File: src/rtl/link_sink_queue.sv
// Two-pointer FIFO sink queue: registered storage, no flow-through and no pipe bypass.
// Full and empty are told apart by a maybe_full flag when the pointers coincide.
module link_sink_queue #(
    parameter int WIDTH = 32,
    parameter int DEPTH = 4
) (
    input  logic                     clock,
    input  logic                     reset,
    input  logic                     io_enq_valid,
    output logic                     io_enq_ready,
    input  logic [WIDTH-1:0]         io_enq_bits,
    output logic                     io_deq_valid,
    input  logic                     io_deq_ready,
    output logic [WIDTH-1:0]         io_deq_bits,
    output logic [$clog2(DEPTH):0]   io_count
);

    localparam int PW = $clog2(DEPTH);
    localparam int CW = PW + 1;

    logic [PW-1:0]    enq_ptr;
    logic [PW-1:0]    deq_ptr;
    logic             maybe_full;
    logic             ptr_match;
    logic             empty;
    logic             full;
    logic             enq_fire;
    logic             deq_fire;
    logic [WIDTH-1:0] ram [DEPTH];
    logic [WIDTH-1:0] head;

    assign ptr_match = (enq_ptr == deq_ptr);
    assign empty     = ptr_match && !maybe_full;
    assign full      = ptr_match && maybe_full;

    assign io_enq_ready = !full;
    assign io_deq_valid = !empty;

    assign enq_fire = io_enq_valid && io_enq_ready;
    assign deq_fire = io_deq_valid && io_deq_ready;

    // Each entry has its own write enable decoded from enq_ptr; storage is left unreset.
    for (genvar e = 0; e < DEPTH; e++) begin : g_entry
        always_ff @(posedge clock) begin
            if (enq_fire && (enq_ptr == PW'(e))) begin
                ram[e] <= io_enq_bits;
            end
        end
    end

    always_ff @(posedge clock) begin
        if (reset) begin
            enq_ptr    <= '0;
            deq_ptr    <= '0;
            maybe_full <= 1'b0;
        end else begin
            if (enq_fire) begin
                enq_ptr <= enq_ptr + PW'(1);
            end
            if (deq_fire) begin
                deq_ptr <= deq_ptr + PW'(1);
            end
            if (enq_fire != deq_fire) begin
                maybe_full <= enq_fire;
            end
        end
    end

    // Gate the head so stale storage never leaks out while empty.
    assign head        = ram[deq_ptr];
    assign io_deq_bits = empty ? '0 : head;

    assign io_count = full ? CW'(DEPTH) : {1'b0, enq_ptr - deq_ptr};

endmodule

File: config.mk
export PLATFORM = sky130hd
export DESIGN_NAME = link_sink_queue
export DESIGN_NICKNAME = d
export VERILOG_FILES = /design/src/rtl/link_sink_queue.sv
export SDC_FILE = /design/constraint.sdc
export NUM_CORES = 1
export LEC_CHECK = 0
export CORE_AREA = 3 3 107 135
export DETAILED_ROUTE_END_ITERATION = 12
export DIE_AREA = 0 0 110 138
export DONT_BUFFER_PORTS = 1
export GPL_TIMING_DRIVEN = 0
export HOLD_SLACK_MARGIN = 0.08
export PLACE_DENSITY_LB_ADDON = 0.05
export SLEW_MARGIN = 20
export SYNTH_ARGS = -nofsm -noshare
export SYNTH_HDL_FRONTEND = slang
export SYNTH_SLANG_ARGS = --single-unit
File: constraint.sdc
create_clock -name clock -period 2.55 [get_ports clock]
set_clock_uncertainty 0.15 [all_clocks]
set_input_delay 0.765 -clock clock [delete_from_list [all_inputs] [get_ports clock]]
set_output_delay 0.765 -clock clock [all_outputs]
set_load 0.05 [all_outputs]
==> results.sh, run 1 <==
export IMPL_placed_cell_area_um2=5650
export IMPL_fp_dieH_um=138
export IMPL_synth_top_family_by_area="multiplexers"
export IMPL_grt_pass1_vias=2640
export IMPL_path_cells="inv_4, ha_4, nor2b_4, nand2_8, buf_12, and2_4"
export IMPL_drc=0
export IMPL_ys_types=26
export IMPL_worst_path_buf_inv=2
export IMPL_critical_path_top_delay_family="simple AND/OR/NAND/NOR gates"
export IMPL_max_freq_mhz=368
export IMPL_wire_per_inst_um=21.3
export IMPL_dr_first_iter_drc_count=78
export IMPL_syn_inst=254
export IMPL_ioPinCount=73
export IMPL_cts_made_buffers=17
export IMPL_h_tree_depth=4
export IMPL_ant_nets=0
export IMPL_power_mw=7.85
export IMPL_fillers=1126
export IMPL_yosys_area_top_type="edfxtp_1"
export IMPL_hold_class="primary input to flop"
export IMPL_antenna_cells=0
export IMPL_endpoint_kind="primary output"
export IMPL_crit_slowest_cell="dfxtp_2"
export IMPL_synth_top_area_share_pct=72.6
export IMPL_path_clk_slew_ns=0.06
export IMPL_hold_viol_final=0
export IMPL_tightestPinTransition_ns=0.545
export IMPL_synth_compound_area_share_pct=1.09
export IMPL_routabilityCongestion=0.663
export IMPL_nNetsFinal=331
export IMPL_yosys_warnings=0
export IMPL_drive_above_1_share_pct=47.2
export IMPL_grt_pass1_wl_um=15900
export IMPL_antenna_found_initial=0
export IMPL_start_kind="flop"
export IMPL_drv_cap=0
export IMPL_timing_critical_path_fanout_max=10
export IMPL_die_w_um=110
export IMPL_syn_area_um2=5290
export IMPL_maxSlewViolCount=0
export IMPL_rows=47
export IMPL_critical_path_class="flop to primary output"
export IMPL_final_min_clock_period_ns=2.72
export IMPL_status="complete, but fails checks"
export IMPL_io_buffer_count=0
export IMPL_cts_path_max_buffers=2
export IMPL_p_leak_nw=2.18
export IMPL_worstPathRequired_ns=1.64
export IMPL_vias=2380
export IMPL_power_density_nw_per_um2=1200
export IMPL_cts_tree="yes"
export IMPL_vdd_drop_max_v=0.000556
export IMPL_place_ws_ns=-0.508
export IMPL_critPathMaxStageDelay_ns=0.35
export IMPL_cp_arrival_ns=1.80
export IMPL_clk_latency_ns=0.40
export IMPL_final_setup_worst_slack_ns=-0.169
export IMPL_finalWirelength_um=10100
export IMPL_dp_hpwl_um=6140
export IMPL_final_core_util_pct=49.6
export IMPL_grt_setup_unrepaired="yes"
export IMPL_syn_avg_cell_area_um2=20.8
export IMPL_syn2layout_area_growth_pct=23.9
export IMPL_initial_utilization_pct=40.0
export IMPL_muxShareOfSynthArea_pct=14.6
export IMPL_synth_nets=295
export IMPL_fin_crit_sh_pct=107
export IMPL_synthTopCellsByArea="edfxtp_1 73%, mux4_2 13%, and2_1 4.3%, dfxtp_1 2.6%, ha_1 1.2%"
export IMPL_synth_simple_area_share_pct=5.39
export IMPL_finalInstanceArea_um2=6560
export IMPL_via_per_inst=5.02
export IMPL_slew_headroom_pct=63.7
export IMPL_ys_seq_area_share_pct=75.3
export IMPL_synth_adder_area_share_pct=1.18
export IMPL_cts_root_buf="clkbuf_16"
export IMPL_core_um2=13200
export IMPL_violations="setup timing"
export IMPL_cts_sinks=135
export IMPL_grt_ovfl_total=0
export IMPL_grt_max_degree=22
export IMPL_finalSetupViolCount=32
export IMPL_drt_pass1_iterations=4
export IMPL_synthXorXnorAreaFrac_pct=0.473
export IMPL_track_usage_pct=14.6
export IMPL_ys_seq_elements=135
export IMPL_dieArea_um2=15200
==> what timing repair did <==
action | CTS | global route
setup endpoints to repair | 37 | 35
buffers inserted | 8 | 2
hold buffers | 0 | 0
cloned | 2 | 1
pin swaps | 5 | 1
resized for setup | 69 | 11
==> metrics by stage <==
step	instances	TNS, ns	hold WS [ns]
3_5_place_dp	429	-12.79	0.408
4_1_cts	471	-5.67	0.281
3_3_place_gp	425	-111.82	0.394
6_report	474	-4.34	0.305
2_1_floorplan	254	0	0.374
5_1_grt	474	-6.70	0.275
==> final timing paths <==
path              slack, ns           start  cells after the start               to
hold / removal         0.31  io_enq_bits[2]                      0        ram[1][2]
setup / recovery      -0.17      enq_ptr[0]                      6  io_deq_bits[13]
setup reg to reg       0.22      enq_ptr[0]                      7        ram[3][3]
hold reg to reg        0.47      enq_ptr[1]                      2       enq_ptr[1]
==> layout by cell type, fill, tap and decap left out, types with 2 or more instances in the layout <==
| cell | instances |
|---|---|
| buf_12 | 6 |
| and2_2 | 4 |
| a21oi_1 | 2 |
| clkbuf_16 | 20 |
| nor2_1 | 4 |
| and2_4 | 32 |
| dfxtp_1 | 2 |
| mux2_2 | 4 |
| buf_6 | 2 |
| clkinv_2 | 4 |
| buf_16 | 2 |
| edfxtp_1 | 128 |
| nand2_1 | 2 |
| nor2b_1 | 2 |
| clkbuf_4 | 2 |
| ha_1 | 4 |
| inv_1 | 4 |
| bufinv_16 | 2 |
| clkbuf_8 | 2 |
| buf_4 | 10 |
| mux4_2 | 32 |
| clkinvlp_4 | 5 |
| clkinv_1 | 3 |
| dfxtp_2 | 5 |
==> report_power, final <==
group / internal [mW] / switching (mW)
registers: 2.65 / 0.0668
logic: 1.09 / 1.76
clock network: 1.42 / 0.867
==> synthesized netlist by cell type <==
library cell	n
a31oi_1	1
o211ai_1	1
buf_1	2
inv_1	6
xor2_1	1
buf_6	4
mux4_2	30
nand3_1	3
buf_4	1
mux4_1	2
buf_2	3
ha_1	5
o21a_1	1
o21ai_0	2
and2_1	36
o31ai_1	1
o2111ai_1	1
xnor2_2	1
a21oi_1	2
dfxtp_1	7
nand2_1	3
edfxtp_1	128
nor2_1	4
clkbuf_1	2
mux2_2	4
nor2b_1	3
==> state kept, by name, indices dropped and copies added (netlist names), named ones only <==
name        count
ram           128
deq_ptr         2
enq_ptr         2
maybe_full      1
==> routing by layer <==
metal / part of all wire (%) / global-route usage, % / wire length (µm)
met2: 51 / 22.9 / 5150
met4: 1.4 / 5.52 / 145
met1: 41 / 18.4 / 4170
met3: 6.3 / 5.41 / 631
met5: 0 / 0 / 0
==> final cells by class <==
type                       instances  area (µm²)  share of cell area (%)
inverter                           6        25.0                   0.382
clock inverter                    15         138                    2.10
multi-input combinational        101        1360                    20.7
clock buffer                      17         425                    6.49
timing repair buffer              17         226                    3.45
buffer                            12         183                    2.79
tap                              171         214                    3.26
sequential                       135        3990                    60.8
==> cells by family (layout without fill, tap and decap cells) <==
| kind of cell | count (synthesis) | count (layout) |
|---|---|---|
| flops | 135 | 135 |
| simple gates | 49 | 49 |
| mux | 36 | 36 |
| buf+inv | 18 | 67 |
| compound gates | 9 | 9 |
| fa+ha+maj | 5 | 5 |
| xor+xnor | 2 | 2 |
No activity file was read; power rests on OpenSTA's default activity.
==> inputs of run 2 (changes only) <==
--- a/config.mk
+++ b/config.mk
@@ -11,6 +11,7 @@
 export DONT_BUFFER_PORTS = 1
 export GPL_TIMING_DRIVEN = 0
 export HOLD_SLACK_MARGIN = 0.08
+export MAX_ROUTING_LAYER = met4
 export PLACE_DENSITY_LB_ADDON = 0.05
 export SLEW_MARGIN = 20
 export SYNTH_ARGS = -nofsm -noshare
==> results.sh, run 2 (same netlist as run 1, synthesis figures left out) <==
export IMPL_status="complete, but fails checks"
export IMPL_violations="setup timing"
export IMPL_ant_nets=0
export IMPL_cts_made_buffers=17
export IMPL_cts_tree="yes"
export IMPL_routabilityCongestion=0.669
export IMPL_endpoint_kind="primary output"
export IMPL_wire_per_inst_um=21.3
export IMPL_critical_path_top_delay_family="simple AND/OR/NAND/NOR gates"
export IMPL_critPathMaxStageDelay_ns=0.35
export IMPL_h_tree_depth=4
export IMPL_min_from="io_enq_bits[2]"
export IMPL_drive_above_1_share_pct=47.2
export IMPL_grt_use_met1_pct=18.3
export IMPL_hold_class="primary input to flop"
export IMPL_dr_first_iter_drc_count=75
export IMPL_core_um2=13200
export IMPL_antenna_found_initial=0
export IMPL_fp_dieH_um=138
export IMPL_busiest_layer="met2"
export IMPL_power_density_nw_per_um2=1200
export IMPL_largestRegisters="ram x128, deq_ptr x2, enq_ptr x2"
export IMPL_critical_path_class="flop to primary output"
export IMPL_drt_pass1_iterations=4
export IMPL_cts_root_buf="clkbuf_16"
export IMPL_worstRegToRegCells=7
export IMPL_path_clk_slew_ns=0.06
export IMPL_path_cells="inv_4, ha_4, nor2b_4, nand2_8, buf_12, and2_4"
export IMPL_hold_viol_final=0
export IMPL_antenna_cells=0
export IMPL_maxSlewViolCount=0
export IMPL_cts_sinks=135
export IMPL_r2r_start="enq_ptr[0]"
export IMPL_crit_slowest_cell="dfxtp_2"
export IMPL_tightestPinTransition_ns=0.553
export IMPL_r2r_end="ram[3][5]"
export IMPL_r2r_slack_ns=0.21
export IMPL_grt_util_met2_pct=22.9
export IMPL_drc=0
export IMPL_finalInstanceArea_um2=6560
export IMPL_die_w_um=110
export IMPL_rows=47
export IMPL_dp_hpwl_um=6140
export IMPL_largest_reg_flops=128
export IMPL_cp_arrival_ns=1.80
export IMPL_fin_crit_sh_pct=107
export IMPL_dieArea_um2=15200
export IMPL_grt_pass1_wl_um=15800
export IMPL_placed_cell_area_um2=5650
export IMPL_grt_max_degree=22
export IMPL_whs_path_depth=0
export IMPL_final_setup_worst_slack_ns=-0.168
export IMPL_cp_startpoint="enq_ptr[0]"
export IMPL_clk_latency_ns=0.40
export IMPL_nNetsFinal=331
export IMPL_timing_critical_path_fanout_max=10
export IMPL_vias=2406
export IMPL_max_freq_mhz=368
export IMPL_grt_setup_unrepaired="yes"
export IMPL_io_buffer_count=0
export IMPL_finalWirelength_um=10100
export IMPL_start_kind="flop"
export IMPL_met3_usage_pct=5.50
export IMPL_vdd_drop_max_v=0.000556
export IMPL_slew_headroom_pct=63.2
export IMPL_cts_hold_buffers=0
export IMPL_track_usage_pct=15.0
export IMPL_ioPinCount=73
export IMPL_final_cell_mix="128 x edfxtp_1, 32 x mux4_2, 32 x and2_4"
export IMPL_syn2layout_area_growth_pct=23.9
export IMPL_initial_utilization_pct=40.0
export IMPL_worst_path_buf_inv=2
export IMPL_power_mw=7.85
export IMPL_drv_cap=0
export IMPL_final_min_clock_period_ns=2.72
export IMPL_grt_ovfl_total=0
export IMPL_grt_pass1_vias=2646
export IMPL_final_common_cell="edfxtp_1"
export IMPL_cp_depth=6
export IMPL_endpoint="io_deq_bits[13]"
export IMPL_finalSetupViolCount=32
export IMPL_worstPathRequired_ns=1.64
export IMPL_via_per_inst=5.08
export IMPL_cts_path_max_buffers=2
export IMPL_top_register="ram"
export IMPL_p_leak_nw=2.18
-- run 2: cell counts in the layout (fill, tap and decap cells not counted) --
Identical to the previous run, type by type.
-- run 2: report_power, final --
group | leakage [nW] | total, mW | switching, mW | internal (mW)
clock | 0.263 | 2.29 | 0.868 | 1.42
combinational | 0.688 | 2.84 | 1.75 | 1.09
sequential | 1.23 | 2.71 | 0.0668 | 2.65
total | 2.18 | 7.85 | 2.69 | 5.16
-- run 2: how the worst min path moves through the flow --
| stage | endpoint | slack (ns) |
|---|---|---|
| floorplan | maybe_full | 0.37 |
| global placement | maybe_full | 0.39 |
| detailed placement | maybe_full | 0.41 |
| CTS | ram[3][1] | 0.28 |
| global route | ram[0][6] | 0.28 |
| finish | ram[1][2] | 0.30 |
-- run 2: per-layer routing --
layer	wire length [µm]	vias to the layer above	share of wire (%)
met5	0	-	0
met4	112	0	1.1
met3	614	11	6.1
met2	5200	58	51
met1	4190	1256	41
li1	-	1081	-
-- run 2: cell type report --
| type | instances | area [µm²] |
|---|---|---|
| clock buffer | 17 | 425 |
| tap | 171 | 214 |
| inverter | 6 | 25.0 |
| timing repair buffer | 17 | 226 |
| fill | 1126 | 6670 |
| buffer | 12 | 183 |
| sequential | 135 | 3990 |
| multi-input combinational | 101 | 1360 |
| clock inverter | 15 | 138 |
-- run 2: metrics by stage --
step                hold slack (ns)  std cells  setup TNS, ns  setup WS, ns  util [%]
finish                        0.303        474          -4.31        -0.168      49.6
global route                  0.275        474          -6.69        -0.244      49.6
CTS                           0.281        471          -5.67        -0.212      49.0
detailed placement            0.408        429         -12.79        -0.508      42.7
global placement              0.394        425        -111.82        -0.797      41.9
floorplan                     0.374        254              0        0.0128         -
-- run 2: timing repair --
action,CTS,global route
gates cloned,2,1
endpoints found under the setup margin,37,35
gates resized for setup,69,11
buffers inserted,8,2
pin swaps,5,1
==> inputs of run 3 (changes only) <==
--- a/config.mk
+++ b/config.mk
@@ -11,7 +11,6 @@
 export DONT_BUFFER_PORTS = 1
 export GPL_TIMING_DRIVEN = 0
 export HOLD_SLACK_MARGIN = 0.08
-export MAX_ROUTING_LAYER = met4
 export PLACE_DENSITY_LB_ADDON = 0.05
 export SLEW_MARGIN = 20
 export SYNTH_ARGS = -nofsm -noshare
==> constraint.sdc (replaced) <==
create_clock -name clock -period 2.55 [get_ports clock]
set_clock_uncertainty 0.15 [all_clocks]
set_input_delay 0.255 -clock clock [delete_from_list [all_inputs] [get_ports clock]]
set_output_delay 0.255 -clock clock [all_outputs]
set_load 0.05 [all_outputs]
==> results.sh, run 3 (same netlist as run 1, synthesis figures left out) <==
export IMPL_nNetsFinal=353
export IMPL_worst_path_buf_inv=3
export IMPL_endpoint="io_count[2]"
export IMPL_rows=47
export IMPL_timing_critical_path_fanout_max=4
export IMPL_antenna_found_initial=0
export IMPL_final_common_cell="edfxtp_1"
export IMPL_status="complete, no violations"
export IMPL_hold_class="primary input to flop"
export IMPL_initial_utilization_pct=40.0
export IMPL_fin_hold_ws_ns=0.206
export IMPL_ioPinCount=73
export IMPL_finalWirelength_um=9800
export IMPL_cp_arrival_ns=2.02
export IMPL_cp_startpoint="enq_ptr[0]"
export IMPL_vias=2487
export IMPL_start_kind="flop"
export IMPL_grt_ovfl_total=0
export IMPL_largest_reg_flops=128
export IMPL_maxSlewViolCount=0
export IMPL_cp_depth=5
export IMPL_dp_hpwl_um=6070
export IMPL_final_min_clock_period_ns=2.42
export IMPL_cp_common_cell="inv_1"
export IMPL_h_tree_depth=4
export IMPL_grt_pass1_vias=2694
export IMPL_crit_slowest_cell="nand3_1"
export IMPL_critical_path_top_delay_family="buffers and inverters"
export IMPL_path_cells="inv_1, ha_4, nand3_1, inv_1, buf_4"
export IMPL_cts_tree="yes"
export IMPL_fin_crit_sh_pct=95.1
export IMPL_drc=0
export IMPL_r2r_start="enq_ptr[0]"
export IMPL_dieArea_um2=15200
export IMPL_wire_per_inst_um=19.8
export IMPL_syn2layout_area_growth_pct=26.1
export IMPL_via_per_inst=5.01
export IMPL_max_freq_mhz=412
export IMPL_antenna_cells=0
export IMPL_power_density_nw_per_um2=1150
export IMPL_critical_path_class="flop to primary output"
export IMPL_drv_cap=0
export IMPL_tightestPinTransition_ns=0.948
export IMPL_clk_latency_ns=0.40
export IMPL_ant_nets=0
export IMPL_drt_pass1_iterations=4
export IMPL_final_cell_mix="128 x edfxtp_1, 35 x dlygate4sd3_1, 30 x mux4_2"
export IMPL_drive_above_1_share_pct=36.9
export IMPL_worstPathRequired_ns=2.14
export IMPL_finalSetupViolCount=0
export IMPL_cts_root_buf="clkbuf_16"
export IMPL_p_leak_nw=2.25
export IMPL_grt_max_degree=21
export IMPL_r2r_slack_ns=0.25
export IMPL_fp_dieH_um=138
export IMPL_cts_made_buffers=17
export IMPL_r2r_end="ram[0][7]"
export IMPL_finalInstanceArea_um2=6670
export IMPL_worstRegToRegCells=6
export IMPL_cts_path_max_buffers=2
export IMPL_placed_cell_area_um2=5600
export IMPL_endpoint_kind="primary output"
export IMPL_fillers=1112
export IMPL_vdd_drop_max_v=0.000498
export IMPL_core_um2=13200
export IMPL_top_register="ram"
export IMPL_path_clk_slew_ns=0.06
export IMPL_largestRegisters="ram x128, deq_ptr x2, enq_ptr x2"
export IMPL_die_w_um=110
export IMPL_track_usage_pct=13.9
export IMPL_routabilityCongestion=0.707
export IMPL_io_buffer_count=0
export IMPL_slew_headroom_pct=36.4
export IMPL_cts_sinks=135
export IMPL_grt_pass1_wl_um=15100
export IMPL_critPathMaxStageDelay_ns=0.42
export IMPL_cts_setup_buffers=0
export IMPL_dr_first_iter_drc_count=130
export IMPL_hold_viol_final=0
export IMPL_grt_setup_unrepaired="yes"
## run 3: cell count changes in the layout (fill, tap and decap cells not counted), moves of 5 or more
cell / change
dlygate4sd3_1: +35
buf_4: -8
dfxtp_1: +5
dfxtp_2: -5
## run 3: report_power, final
part           leakage (nW)  internal, mW  switching [mW]
registers              1.23          2.64          0.0587
clock network         0.293          1.54           0.904
logic                 0.727         0.858            1.69
total                  2.25          5.04            2.65
## run 3: area by class of cell
class | instances | area (µm²) | share of cell area, %
Multi-Input combinational cell | 101 | 1310 | 19.6
Timing Repair Buffer | 39 | 438 | 6.56
Clock buffer | 17 | 425 | 6.38
Inverter | 6 | 22.5 | 0.338
Tap cell | 171 | 214 | 3.21
Clock inverter | 15 | 178 | 2.66
Sequential cell | 135 | 3980 | 59.7
Buffer | 12 | 105 | 1.58
## run 3: worst reg2reg max path: stages, from the launching register on
cell and delay, ns:
dfxtp_1 0.38, inv_1 0.14, ha_4 0.28, nand2_1 0.10
o21a_1 0.22, and2_2 0.49, buf_16 0.23
## run 3: what timing repair did
action                                  CTS  global route
endpoints found under the setup margin   32            33
endpoints found under the hold margin   134             0
resized for setup                        66             9
hold buffers                             35             0
pin swaps                                 0             1
## run 3: worst min-delay path by stage
stage                    start          to  slack (ns)  cells after the start
6_report                 reset  enq_ptr[0]        0.21                      3
3_3_place_gp   io_enq_bits[17]  ram[3][17]        0.20                      0
3_5_place_dp   io_enq_bits[25]  ram[2][25]        0.20                      0
5_1_grt                  reset  enq_ptr[0]        0.26                      3
2_1_floorplan   io_enq_bits[0]   ram[0][0]        0.20                      0
4_1_cts                  reset  enq_ptr[0]        0.19                      3
## run 3: metrics by stage
step / setup TNS [ns] / cells / setup slack, ns / total power [mW] / util (%)
final: 0 / 496 / 0.125 / 7.69 / 50.4
after global routing: -0.110 / 496 / -0.0139 / 8.01 / 50.4
after CTS: -0.531 / 496 / -0.0326 / 7.76 / 50.2
after detailed placement: -2.04 / 429 / -0.115 / 4.97 / 42.3
after global placement: -97.09 / 425 / -0.779 / 4.93 / 41.6
after floorplan: 0 / 254 / 0.134 / 4.61 / -
## run 3: layer usage
metal | vias up | track usage, % | part of all wire (%) | wire length, µm
met5 | - | 0 | 0 | 0
met4 | 0 | 4.92 | 1.1 | 105
li1 | 1130 | - | - | -
met2 | 57 | 22.7 | 53 | 5170
met1 | 1293 | 16.6 | 41 | 4030
met3 | 7 | 5.18 | 5.1 | 504
